### src/rtl/lcd_bl_pkg.sv
// ---------------------------------------------------------------------------
// lcd_bl_pkg
// Shared definitions for the LCD backlight controller:
//   DUTY_W        width of the PWM duty value and PWM counter
//   bl_state_e    fade state machine states
//   level_to_duty maps the 5-bit GPIO brightness level onto the 8-bit duty
//                 scale (0 -> 0, 31 -> 255, monotonic)
// ---------------------------------------------------------------------------
package lcd_bl_pkg;

   localparam int DUTY_W = 8;

   typedef enum logic [1:0] {
      IDLE = 2'd0,
      UP   = 2'd1,
      DOWN = 2'd2,
      OFF  = 2'd3
   } bl_state_e;

   // Replicating the top bits of the level into the low bits stretches the
   // 0..31 range onto 0..255, so full level reaches full duty.
   function automatic logic [DUTY_W-1:0] level_to_duty(input logic [4:0] level);
      return {level, level[4:2]};
   endfunction

endpackage

### src/rtl/bl_pwm_gen.sv
// ---------------------------------------------------------------------------
// bl_pwm_gen
// PWM generator for the backlight pin: prescaler, free-running 8-bit PWM
// counter and a registered duty compare.
// Ports:
//   clock_i  system clock
//   reset_i  asynchronous active-high reset
//   duty_i   duty value to compare against (0 = always low, 255 = 255/256)
//   pb_o     single-cycle period boundary (last tick of the PWM period)
//   pwm_o    registered PWM output, lags the compare by one clock
// ---------------------------------------------------------------------------
module bl_pwm_gen
   import lcd_bl_pkg::*;
#(
   parameter int PRESCALE = 4
) (
   input  logic              clock_i,
   input  logic              reset_i,
   input  logic [DUTY_W-1:0] duty_i,
   output logic              pb_o,
   output logic              pwm_o
);

   localparam int PRE_W = (PRESCALE > 1) ? $clog2(PRESCALE) : 1;
   localparam logic [PRE_W-1:0] PRE_MAX = PRE_W'(PRESCALE - 1);

   logic [PRE_W-1:0]  preCnt_q, preCnt_d;
   logic [DUTY_W-1:0] pwmCnt_q, pwmCnt_d;
   logic              pwm_q, pwm_d;
   logic              tick;

   // The PWM counter only advances once every PRESCALE clocks; with
   // PRESCALE = 1 the prescaler is a constant zero and tick is always high.
   always_comb begin
      tick     = (preCnt_q == PRE_MAX);
      preCnt_d = tick ? '0 : preCnt_q + PRE_W'(1);
      pwmCnt_d = tick ? pwmCnt_q + DUTY_W'(1) : pwmCnt_q;
      pwm_d    = (pwmCnt_q < duty_i);
      pb_o     = tick && (pwmCnt_q == {DUTY_W{1'b1}});
   end

   // Counters and the output compare register. Registering the compare keeps
   // the pad free of combinational glitches from the counter.
   always_ff @(posedge clock_i or posedge reset_i) begin
      if (reset_i) begin
         preCnt_q <= '0;
         pwmCnt_q <= '0;
         pwm_q    <= 1'b0;
      end else begin
         preCnt_q <= preCnt_d;
         pwmCnt_q <= pwmCnt_d;
         pwm_q    <= pwm_d;
      end
   end

   assign pwm_o = pwm_q;

endmodule

### src/rtl/lcd_backlight_ctrl.sv
// ---------------------------------------------------------------------------
// lcd_backlight_ctrl
// Drives the LCD backlight pad with PWM. Brightness changes fade one duty
// step every RAMP_PERIODS PWM periods; a power-off request fades to dark and
// then latches a sticky completion flag until reset.
// Ports:
//   aclk           system clock
//   areset         asynchronous active-high reset
//   lcd_led_level  requested brightness (0 = off, 31 = max)
//   pwr_off_req    while high the fade target is forced to 0
//   lcd_bl_pwm     registered PWM output to the pad
//   duty_cur       duty currently applied
//   ramp_busy      high while a fade is in progress
//   bl_off_done    sticky, set once dark under a power-off request
// ---------------------------------------------------------------------------
module lcd_backlight_ctrl
   import lcd_bl_pkg::*;
#(
   parameter int PRESCALE     = 4,
   parameter int RAMP_PERIODS = 2
) (
   input  logic              aclk,
   input  logic              areset,
   input  logic [4:0]        lcd_led_level,
   input  logic              pwr_off_req,
   output logic              lcd_bl_pwm,
   output logic [DUTY_W-1:0] duty_cur,
   output logic              ramp_busy,
   output logic              bl_off_done
);

   localparam int STEP_W = (RAMP_PERIODS > 1) ? $clog2(RAMP_PERIODS) : 1;
   localparam logic [STEP_W-1:0] STEP_MAX = STEP_W'(RAMP_PERIODS - 1);

   bl_state_e         state_q, state_d;
   logic [DUTY_W-1:0] duty_q, duty_d;
   logic [STEP_W-1:0] stepCnt_q, stepCnt_d;
   logic              offDone_q, offDone_d;

   logic [DUTY_W-1:0] tgt;
   logic [DUTY_W-1:0] dutyInc;
   logic [DUTY_W-1:0] dutyDec;
   logic              stepDue;
   logic              pb;

   // The PWM generator reports the period boundary; all duty updates are
   // aligned to it so a PWM period never sees a mid-period duty change.
   bl_pwm_gen #(
      .PRESCALE (PRESCALE)
   ) uPwmGen (
      .clock_i (aclk),
      .reset_i (areset),
      .duty_i  (duty_q),
      .pb_o    (pb),
      .pwm_o   (lcd_bl_pwm)
   );

   // Fade target and the neighbouring duty values used by the stepper.
   always_comb begin
      tgt     = pwr_off_req ? '0 : level_to_duty(lcd_led_level);
      dutyInc = duty_q + DUTY_W'(1);
      dutyDec = duty_q - DUTY_W'(1);
      stepDue = (stepCnt_q == STEP_MAX);
   end

   // State, duty, step counter and done flag registers.
   always_ff @(posedge aclk or posedge areset) begin
      if (areset) begin
         state_q   <= IDLE;
         duty_q    <= '0;
         stepCnt_q <= '0;
         offDone_q <= 1'b0;
      end else begin
         state_q   <= state_d;
         duty_q    <= duty_d;
         stepCnt_q <= stepCnt_d;
         offDone_q <= offDone_d;
      end
   end

   // Next-state logic, evaluated only on period boundaries. A direction
   // reversal restarts the step count without touching duty, so the duty
   // sequence never skips or repeats a value. OFF is absorbing.
   always_comb begin
      state_d   = state_q;
      duty_d    = duty_q;
      stepCnt_d = stepCnt_q;
      offDone_d = offDone_q;
      if (pb) begin
         case (state_q)
            IDLE: begin
               stepCnt_d = '0;
               if (pwr_off_req && (duty_q == '0)) begin
                  state_d   = OFF;
                  offDone_d = 1'b1;
               end else if (tgt > duty_q) begin
                  state_d = UP;
               end else if (tgt < duty_q) begin
                  state_d = DOWN;
               end
            end
            UP: begin
               if (tgt < duty_q) begin
                  state_d   = DOWN;
                  stepCnt_d = '0;
               end else if (tgt == duty_q) begin
                  state_d   = IDLE;
                  stepCnt_d = '0;
               end else if (stepDue) begin
                  duty_d    = dutyInc;
                  stepCnt_d = '0;
                  if (dutyInc == tgt) begin
                     state_d = IDLE;
                  end
               end else begin
                  stepCnt_d = stepCnt_q + STEP_W'(1);
               end
            end
            DOWN: begin
               if (tgt > duty_q) begin
                  state_d   = UP;
                  stepCnt_d = '0;
               end else if (tgt == duty_q) begin
                  state_d   = IDLE;
                  stepCnt_d = '0;
               end else if (stepDue) begin
                  duty_d    = dutyDec;
                  stepCnt_d = '0;
                  if (dutyDec == tgt) begin
                     state_d = IDLE;
                  end
               end else begin
                  stepCnt_d = stepCnt_q + STEP_W'(1);
               end
            end
            OFF: begin
               state_d = OFF;
            end
            default: begin
               state_d   = IDLE;
               stepCnt_d = '0;
            end
         endcase
      end
   end

   // Outputs are straight decodes of the registered state.
   always_comb begin
      duty_cur    = duty_q;
      ramp_busy   = (state_q == UP) || (state_q == DOWN);
      bl_off_done = offDone_q;
   end

endmodule
### config.mk
export PLATFORM = sky130hd
export DESIGN_NAME = lcd_backlight_ctrl
export DESIGN_NICKNAME = d
export VERILOG_FILES = /design/src/rtl/lcd_bl_pkg.sv /design/src/rtl/bl_pwm_gen.sv /design/src/rtl/lcd_backlight_ctrl.sv
export SDC_FILE = /design/constraint.sdc
export NUM_CORES = 1
export LEC_CHECK = 0
export CAP_MARGIN = 30
export CORE_ASPECT_RATIO = 1.75
export CORE_MARGIN = 3
export CORE_UTILIZATION = 40
export DETAILED_ROUTE_END_ITERATION = 8
export HOLD_SLACK_MARGIN = 0.02
export PLACE_DENSITY = 0.7
export SYNTH_ARGS = -nofsm -noshare
export SYNTH_HDL_FRONTEND = slang
export SYNTH_SLANG_ARGS = --single-unit
### constraint.sdc
create_clock -name aclk -period 3.35 [get_ports aclk]
set_input_delay 0.67 -clock aclk [delete_from_list [all_inputs] [get_ports aclk]]
set_output_delay 0.67 -clock aclk [all_outputs]
set_load 0.05 [all_outputs]
==> results of run 1 <==
layout make-up:
type                            instances  area [um^2]
Sequential cell                        23        575.6
Clock buffer                            3        41.29
Clock inverter                          1        5.005
Timing Repair Buffer                   23        217.7
Fill cell                             440         2276
Inverter                               14        52.55
Tap cell                               51        63.81
Multi-Input combinational cell        167         1292
metrics by stage:
stage	area, um^2	util [%]
after global placement	2202	48.67
after CTS	2248	49.70
after detailed placement	2202	48.67
after floorplan	1939	-
after global routing	2248	49.70
final	2248	49.70
synth_stat cells, types with 2 or more instances:
cell type / instances / share of area [%]
nand3_1: 12 / 3.1
a21oi_1: 8 / 2.1
nand2_1: 12 / 2.3
and2_1: 2 / 0.65
nor3_1: 5 / 1.3
xor2_1: 4 / 1.8
dfrtp_1: 23 / 30
inv_2: 2 / 0.39
a21o_1: 5 / 1.9
mux2i_1: 3 / 1.5
o31ai_1: 2 / 0.77
nor2b_1: 3 / 0.97
mux2_1: 2 / 1.2
a31oi_1: 2 / 0.65
nand4_1: 4 / 1.3
xnor2_1: 24 / 11
nand2b_1: 5 / 1.6
inv_1: 12 / 2.3
and3_1: 3 / 0.97
or2_2: 2 / 0.65
xnor2_2: 3 / 2.5
nor2_1: 18 / 3.5
o21ai_0: 3 / 0.77
ha_1: 23 / 15
buf_2: 3 / 0.77
sequential cells by signal, summed over array words and instances, names as in the netlist:
name	count
uPwmGen.pwm_o	1
duty_cur	8
stepCnt_q	1
uPwmGen.preCnt_q	2
bl_off_done	1
state_q	2
uPwmGen.pwmCnt_q	8
path summary, 6_finish.rpt:
path	startpoint	endpoint	slack [ns]	cells after the start
setup reg to reg	duty_cur[1]$_DFFE_PP0P_	state_q[0]$_DFFE_PP0P_	0.77	9
max in group asynchronous	areset	uPwmGen.pwmCnt_q[4]$_DFFE_PP0P_	1.92	2
min in group asynchronous	areset	state_q[0]$_DFFE_PP0P_	0.89	2
hold reg to reg	uPwmGen.preCnt_q[0]$_DFF_PP0_	uPwmGen.preCnt_q[0]$_DFF_PP0_	0.44	1
hold / removal	uPwmGen.preCnt_q[0]$_DFF_PP0_	uPwmGen.preCnt_q[0]$_DFF_PP0_	0.44	1
setup / recovery	pwr_off_req	state_q[0]$_DFFE_PP0P_	0.31	10
kinds of logic after synthesis:
kind of cell | synth area share [%]
flip-flops | 29.68
multiplexers | 3.290
buffers and inverters | 3.677
adder cells (fa/ha/maj) | 14.84
AO/OA/AOI/OAI | 12.26
XOR/XNOR | 15.16
AND/OR/NAND/NOR | 21.10
worst register-to-register path, cell delays in order (launching register included):
cell      delay (ns)
dfrtp_1         0.45
inv_1           0.18
ha_1            0.24
nand2b_1        0.14
nor4_2          0.30
xnor2_1         0.18
mux2i_1         0.23
a311oi_1        0.12
a311oi_2        0.27
mux2_1          0.35
routing by layer:
metal	routed length, um	GRT usage (%)	vias up
met5	0	0	-
met4	239	9.424	0
met3	121	2.249	14
met2	2291	28.85	31
met1	1801	19.60	739
li1	-	-	776
power groups by stage:
stage	combinational [mW]	sequential, mW	clock (mW)
2_1_floorplan	0.0282	0.283	0
3_3_place_gp	0.0461	0.283	0
3_5_place_dp	0.0463	0.283	0
4_1_cts	0.0465	0.277	0.180
5_1_grt	0.0505	0.277	0.189
6_report	0.0457	0.277	0.175
==> summary.md, run 1 <==
| Metric | Value |
|---|---|
| Critical-path maximum fanout | `4` |
| Worst-Skew Late Latency | `0.27 ns` |
| Clock Tree Buf Depth | `2` |
| Max VDD drop | `0.3478 mV` |
| Layout cell share with drive strength beyond 1 | `10.39%` |
| Startpoint types | `input pin` |
| Mean Syn Cell Area | `9.324 um^2` |
| Largest net degree at the start of global routing | `24` |
| Total number of vias | `1560` |
| DRT Pass-1 Iters | `4` |
| Power Density | `221.4 mW/mm^2` |
| Gr ovfl total | `0` |
| First-pass GRT wire length | `7424 um` |
| Clock Sinks | `23` |
| Top delay family on crit path | `simple AND/OR/NAND/NOR gates` |
| Commonest non-fill, non-tap cells in the layout | `24 x xnor2_1, 23 x ha_1, 23 x dfrtp_1` |
| Critical path class | `input pin to flip-flop` |
| Post-synth EDFFs | `0` |
| Max Clock Freq | `329.2 MHz` |
| Cell Chain, Critical Path | `clkdlybuf4s50_1 > buf_4 > nor2b_2 > ha_1 > o211ai_1 > a21oi_1 > nand2b_1 > and2_1 > a311oi_2 > mux2_1` |
| Rel. slew slack | `40.96%` |
| CTS tree | `yes` |
| Num CTS Buffers | `3` |
| Hold Fails Final Rpt | `0` |
| Routability congestion estimate | `0.9278` |
| # DRC | `0` |
| Number of buffers and inverters on the critical path | `2` |
| Commonest non-fill, non-tap cell in the layout | `xnor2_1` |
| Worst-path clk slew | `0.09 ns` |
| Layout area overhead | `15.94%` |
| RSZ-0062 raised after global routing | `no` |
| FF+latch count, synth | `23` |
| Vias per cell | `5.532` |
| Syn nets | `239` |
| Arr. time, crit path | `3.19 ns` |
| Detail Placement HPWL | `3699 um` |
| Status | `finished, final reports clean` |
| Synth Flop Type | `dfrtp_1` |
| Core Footprint | `0.004524 mm^2` |
| Minimum clock period | `3.037 ns` |
| Die width | `58.64 um` |
| Synthesized cell area | `0.001939 mm^2` |
| Fin. max-slew vios | `0` |
| Final setup fails | `0` |
| Max cap viols | `0` |
| Setup TNS | `0 ns` |
| IO Pins | `19` |
| P_sw | `115.0 uW` |
| Final period util | `90.67%` |
| Hold-fix buffers, CTS | `0` |
| Slew of the pin with the lowest slew margin | `0.8846 ns` |
| Comb power frac | `9.2%` |
| Dpl ws | `0.03644 ns` |
| Initial antenna violation count | `0` |
| Antenna cells | `0` |
| Initial core utilization | `42.87%` |
| Sw Ratio | `23.10%` |
| H-tree depth | `1` |
| Clock power share | `35.1%` |
| P_leak | `1.010 nW` |
| Non-filler instance count after layout | `282` |
| Die H | `98.11 um` |
| Seq/Total Area, Yosys | `29.68%` |
| Cell count after synthesis | `208` |
| Total track usage | `16.90%` |
| Critical path's slowest cell | `clkdlybuf4s50_1` |
| Num rows | `32` |
| CP Capture Type | `flip-flop` |
| Resized Gates After CTS | `0` |
| Critical Path RT | `3.50 ns` |
| Vias in the first global route | `1544` |
| Clk root buf | `clkbuf_8` |
| Wire length per cell | `15.79 um` |
| Die area | `0.005753 mm^2` |
| Post-CTS Setup Bufs | `0` |
| Post-route antenna net violation count | `0` |
| Async S/R FF share, synth | `100.0%` |
| Layout Skew | `0.005961 ns` |
| Port Buf Inserts | `18` |
| Hold_ws | `0.4376 ns` |
| Dpl cells | `278` |
| Critical Path Max Stage Delay | `0.47 ns` |
| Hold WC Path Type | `flip-flop to flip-flop` |
| Setup WS post-layout | `0.3125 ns` |
| Register share of total power | `55.7%` |
| Internal Power | `382.8 uW` |
| Initial DRC count | `30` |
| Fin nets | `263` |
| Synth unique cells | `48` |
| Final Power | `497.9 uW` |
| Final WL | `4453 um` |
| Ys Warns | `0` |
Note: power is estimated with default switching activity, not from simulation.
==> run 2, diff against run 1 <==
Settings changed: SYNTH_HIERARCHICAL from default to 1.
==> run 2 against run 1 <==
  * Sequential power barely moved
  * Synthesized cell count up 19%
  * Core utilization decreased by 1.8 points
==> summary.md, run 2 <==
| Metric | Value |
|---|---|
| Status | `finished, final reports clean` |
| Wire length per cell | `14.92 um` |
| Hold_ws | `0.4294 ns` |
| Fin nets | `301` |
| Num rows | `34` |
| Rel. slew slack | `52.46%` |
| Gr ovfl total | `0` |
| Max cap viols | `0` |
| Die area | `0.006164 mm^2` |
| Critical Path Max Stage Delay | `0.48 ns` |
| Combined area of the multi-input logic cells | `0.001365 mm^2` |
| Post-route antenna net violation count | `0` |
| Cell Chain, Critical Path | `clkdlybuf4s50_1 > or2b_4 > inv_4 > ha_1 > a21oi_1 > inv_1 > o21ai_0 > nor4b_1 > o2111ai_1 > buf_4 > a21oi_1 > xnor2_1` |
| Register share of total power | `56.0%` |
| Minimum clock period | `3.030 ns` |
| Routability congestion estimate | `0.9392` |
| Top cell type by total area after synthesis | `dfrtp_1` |
| Synthesized cell area | `0.002091 mm^2` |
| Initial antenna violation count | `0` |
| CP most frequent cell | `a21oi_1` |
| Clock power share | `34.7%` |
| Vias in the first global route | `1778` |
| First-pass GRT wire length | `8300 um` |
| Resized Gates After CTS | `0` |
| Clk root buf | `clkbuf_8` |
| Syn nets | `279` |
| Commonest non-fill, non-tap cell in the layout | `inv_1` |
| Critical path class | `input pin to flip-flop` |
| H-tree depth | `1` |
| DRT Pass-1 Iters | `4` |
| Final period util | `90.46%` |
| Comb power frac | `9.2%` |
| Dpl ws | `0.06593 ns` |
| Levels on crit path | `12` |
| Seq/Total Area, Yosys | `27.53%` |
| R2R cell count | `7` |
| Max Clock Freq | `330.0 MHz` |
| Vias per cell | `5.528` |
| Final WL | `4805 um` |
| Max VDD drop | `0.1368 mV` |
| Number of buffers and inverters on the critical path | `4` |
| IO Pins | `19` |
| FF/Latch Area | `575.6 um^2` |
| Synth Flop Type | `dfrtp_1` |
| Worst-Skew Late Latency | `0.27 ns` |
| Critical-path maximum fanout | `9` |
| FF+latch count, synth | `23` |
| P_leak | `1.146 nW` |
| Detail Placement HPWL | `3896 um` |
| Top cells by area, synth | `dfrtp_1 28%, ha_1 14%, xnor2_1 8.8%` |
| RSZ-0062 raised after global routing | `no` |
| Arr. time, crit path | `3.22 ns` |
| Critical Path RT | `3.54 ns` |
| Initial DRC count | `70` |
| Fillers | `494` |
| Non-filler instance count after layout | `322` |
| Setup WS post-layout | `0.3197 ns` |
| Port Buf Inserts | `18` |
| CP Capture Type | `flip-flop` |
| Layout Utilization | `47.86%` |
| Initial core utilization | `41.65%` |
| Die H | `101.6 um` |
| Startpoint types | `input pin` |
| Antenna cells | `0` |
| Hold Path Stages | `1` |
| Core Footprint | `0.005020 mm^2` |
| Slew of the pin with the lowest slew margin | `0.7066 ns` |
| Layout cell share with drive strength beyond 1 | `8.582%` |
| Cell count after synthesis | `247` |
| Hold-fix buffers, CTS | `0` |
| Async S/R FF share, synth | `100.0%` |
| Hold Fails Final Rpt | `0` |
| Sw Ratio | `22.82%` |
| Final Power | `494.8 uW` |
| Post-CTS Setup Bufs | `0` |
| # DRC | `0` |
| Final instance area | `0.002402 mm^2` |
| Commonest non-fill, non-tap cells in the layout | `26 x inv_1, 24 x nor2_1, 24 x ha_1` |
| Internal Power | `381.9 uW` |
| Largest net degree at the start of global routing | `16` |
| Num CTS Buffers | `3` |
| Ys Warns | `6` |
| P_sw | `112.9 uW` |
| Worst-path clk slew | `0.08 ns` |
| Layout Skew | `0.004101 ns` |
| Clock Sinks | `23` |
| Placed cell area | `0.002356 mm^2` |
| Dpl cells | `318` |
| CTS tree | `yes` |
| Hold WC Path Type | `flip-flop to flip-flop` |
| Clock Tree Buf Depth | `2` |
| Total number of vias | `1780` |
| Synth top cells by count | `26 x inv_1, 24 x ha_1, 24 x nor2_1` |
| Synth unique cells | `50` |
| Top delay family on crit path | `buffers and inverters` |
| Setup TNS | `0 ns` |
| Mean Syn Cell Area | `8.465 um^2` |
| Final setup fails | `0` |
| Most common cell in the netlist | `inv_1` |
| Die width | `60.65 um` |
| Post-synth EDFFs | `0` |
| Layout area overhead | `14.90%` |
| Critical path's slowest cell | `clkdlybuf4s50_1` |
| Power Density | `206.0 mW/mm^2` |
| Fin. max-slew vios | `0` |
| Area share of the largest cell type after synthesis | `27.53%` |
| Total track usage | `17.54%` |
-- run 2: changes by cell type after synthesis, sizes merged, moves of 5 or more --
cell	before	now
a21o	5	0
inv	14	28
nor2	18	24
a21oi	8	17
xor2	4	9
xnor2	27	22
-- run 2: metal layers --
layer  global-route usage (%)  share of wire [%]  up-vias
met5                        0                  0        -
li1                         -                  -      890
met2                    30.83                 53       41
met1                    20.69                 41      836
met4                    9.015                4.1        0
met3                   0.8929                2.0       13
-- run 2: logic make-up (layout without fill, tap and decap cells) --
kind of cell | count (synthesis) | after routing | synth area share, %
XOR/XNOR | 31 | 31 | 13.35
adder cells (fa/ha/maj) | 24 | 24 | 14.36
AND/OR/NAND/NOR | 86 | 86 | 22.86
AO/OA/AOI/OAI | 41 | 41 | 12.03
multiplexers | 5 | 5 | 2.693
flip-flops | 23 | 23 | 27.53
buffers and inverters | 37 | 58 | 7.181
-- run 2: layout make-up --
class	count	share of cell area, %
Multi-Input combinational cell	187	56.82
Sequential cell	23	23.96
Timing Repair Buffer	26	10.00
Inverter	28	4.479
Tap cell	54	2.813
Clock buffer	3	1.719
Clock inverter	1	0.2083
-- run 2: power groups by stage --
stage	clock, mW	combinational [mW]	sequential (mW)
2_1_floorplan	0	0.0286	0.283
3_3_place_gp	0	0.0452	0.283
3_5_place_dp	0	0.0460	0.283
4_1_cts	0.179	0.0461	0.277
5_1_grt	0.192	0.0519	0.277
6_report	0.172	0.0456	0.277
-- run 2: final timing paths --
| kind | from | end | slack (ns) |
|---|---|---|---|
| setup / recovery | pwr_off_req | duty_cur[6]$_DFFE_PP0P_ | 0.32 |
| hold / removal | uPwmGen/preCnt_q[0]$_DFF_PP0_ | uPwmGen/preCnt_q[0]$_DFF_PP0_ | 0.43 |
| setup reg to reg | duty_cur[0]$_DFFE_PP0P_ | state_q[1]$_DFFE_PP0P_ | 0.60 |
| hold reg to reg | uPwmGen/preCnt_q[0]$_DFF_PP0_ | uPwmGen/preCnt_q[0]$_DFF_PP0_ | 0.43 |
| max in group asynchronous | areset | stepCnt_q$_DFFE_PP0P_ | 2.31 |
| min in group asynchronous | areset | uPwmGen/pwmCnt_q[0]$_DFFE_PP0P_ | 0.72 |
==> run 3, diff against run 2 <==
Settings changed: CORE_UTILIZATION 40 to 37, MAX_ROUTING_LAYER from default to met4, PLACE_DENSITY 0.7 to 0.66.
==> run 3 against run 2 <==
  * Routed wire length grew 2.1%
  * Count of clock-buffer cells in the layout is the same
  * Critical path depth shrank 3
  * Sequential power is essentially flat
  * Flip-flop and latch count is the same
  * Largest cell class unchanged
  * Largest power group unchanged
==> summary.md, run 3 (synthesis results as in run 2) <==
| Metric | Value |
|---|---|
| Fin nets | `302` |
| Minimum clock period | `3.016 ns` |
| Initial antenna violation count | `0` |
| Setup TNS | `0 ns` |
| Final period util | `90.04%` |
| Routability congestion estimate | `0.9493` |
| Hold_ws | `0.4300 ns` |
| Layout Utilization | `45.20%` |
| Total track usage | `16.10%` |
| Largest net degree at the start of global routing | `16` |
| P_leak | `1.152 nW` |
| Vias in the first global route | `1819` |
| Hold endpoint | `uPwmGen/preCnt_q[0]$_DFF_PP0_` |
| Fillers | `542` |
| Hold-fix buffers, CTS | `0` |
| Port Buf Inserts | `18` |
| IO Pins | `19` |
| Final Power | `491.2 uW` |
| Total number of vias | `1773` |
| Layout area overhead | `16.46%` |
| Hold Fails Final Rpt | `0` |
| Vias per cell | `5.169` |
| Clock Tree Buf Depth | `2` |
| Die area | `0.006624 mm^2` |
| Worst-Skew Late Latency | `0.26 ns` |
| First-pass GRT wire length | `8321 um` |
| Cell Chain, Critical Path | `clkdlybuf4s50_1 > nand2b_1 > ha_1 > nor2b_1 > o21ai_0 > or4_1 > nor4_1 > o211ai_1 > mux2_4` |
| Die width | `62.83 um` |
| Status | `finished, final reports clean` |
| Max Clock Freq | `331.5 MHz` |
| H-tree depth | `1` |
| Final setup fails | `0` |
| Hold path start | `uPwmGen/preCnt_q[0]$_DFF_PP0_` |
| CP Capture Type | `flip-flop` |
| Critical Path Max Stage Delay | `0.49 ns` |
| Worst-path clk slew | `0.08 ns` |
| Fin. max-slew vios | `0` |
| Layout Skew | `0.005767 ns` |
| Post-CTS Setup Bufs | `0` |
| Gr ovfl total | `0` |
| Critical-path maximum fanout | `6` |
| Non-filler instance count after layout | `343` |
| DRT Pass-1 Iters | `4` |
| Num CTS Buffers | `3` |
| Arr. time, crit path | `3.16 ns` |
| Detail Placement HPWL | `4020 um` |
| Setup WS post-layout | `0.3335 ns` |
| Worst R2R Start | `duty_cur[0]$_DFFE_PP0P_` |
| Placed cell area | `0.002389 mm^2` |
| Commonest non-fill, non-tap cell in the layout | `inv_1` |
| R2R cell count | `7` |
| Num rows | `35` |
| Commonest non-fill, non-tap cells in the layout | `26 x inv_1, 24 x nor2_1, 24 x ha_1` |
| Worst r2r dst | `state_q[1]$_DFFE_PP0P_` |
| Initial DRC count | `83` |
| # DRC | `0` |
| Dpl cells | `339` |
| Max cap viols | `0` |
| Wire length per cell | `14.30 um` |
| Dpl ws | `0.04293 ns` |
| Hold WC Path Type | `flip-flop to flip-flop` |
| Flop2flop setup slack | `0.59 ns` |
| Clock Sinks | `23` |
| Final instance area | `0.002435 mm^2` |
| Startpoint types | `input pin` |
| Power Density | `201.7 mW/mm^2` |
| Rel. slew slack | `49.80%` |
| Final WL | `4906 um` |
| Max VDD drop | `0.1196 mV` |
| Layout cell share with drive strength beyond 1 | `8.922%` |
| Initial core utilization | `38.82%` |
| Clk root buf | `clkbuf_8` |
| Slew of the pin with the lowest slew margin | `0.7461 ns` |
| Critical path class | `input pin to flip-flop` |
| Resized Gates After CTS | `0` |
| Die H | `105.4 um` |
| Antenna cells | `0` |
| Critical path's slowest cell | `clkdlybuf4s50_1` |
| Critical Path RT | `3.50 ns` |
| Post-route antenna net violation count | `0` |
| Hold Path Stages | `1` |
| CTS tree | `yes` |
| Core Footprint | `0.005386 mm^2` |
| RSZ-0062 raised after global routing | `no` |
run 3: area by class of cell:
class                   count  area, um^2  area share, %
clock buffers               3       41.29          1.696
clock inverters             1       5.005         0.2055
inverters                  28       107.6          4.419
multi-input cells         187        1365          56.06
flip-flops and latches     23       575.6          23.64
well taps                  74       92.59          3.803
repair buffers             27       247.7          10.17
run 3: per-layer routing:
metal	track usage [%]	vias up	share of wire, %
li1	-	891	-
met1	17.14	816	41
met2	28.42	46	52
met3	1.173	20	1.9
met4	10.27	0	5.5
met5	-	-	0
run 3: worst max path at each step:
| stage | from | endpoint | depth (start not counted) |
|---|---|---|---|
| after floorplan | duty_cur[0]$_DFFE_PP0P_ | state_q[1]$_DFFE_PP0P_ | 7 |
| after global placement | pwr_off_req | state_q[1]$_DFFE_PP0P_ | 9 |
| after detailed placement | pwr_off_req | state_q[1]$_DFFE_PP0P_ | 9 |
| after CTS | pwr_off_req | state_q[1]$_DFFE_PP0P_ | 9 |
| after global routing | pwr_off_req | duty_cur[6]$_DFFE_PP0P_ | 12 |
| final | pwr_off_req | state_q[1]$_DFFE_PP0P_ | 9 |
run 3: critical path: cells and delay by family:
family | cells | cell delay [ns]
buf+inv | 1 | 0.49
simple gates | 4 | 1.11
compound gates | 2 | 0.26
mux | 1 | 0.32
fa+ha+maj | 1 | 0.31
run 3: where the power goes:
group / switching, mW / leakage, nW / internal [mW] / total (mW)
clock network: 0.0846 / 0.0255 / 0.0828 / 0.167
logic: 0.0243 / 0.866 / 0.0222 / 0.0466
registers: 0 / 0.260 / 0.277 / 0.277
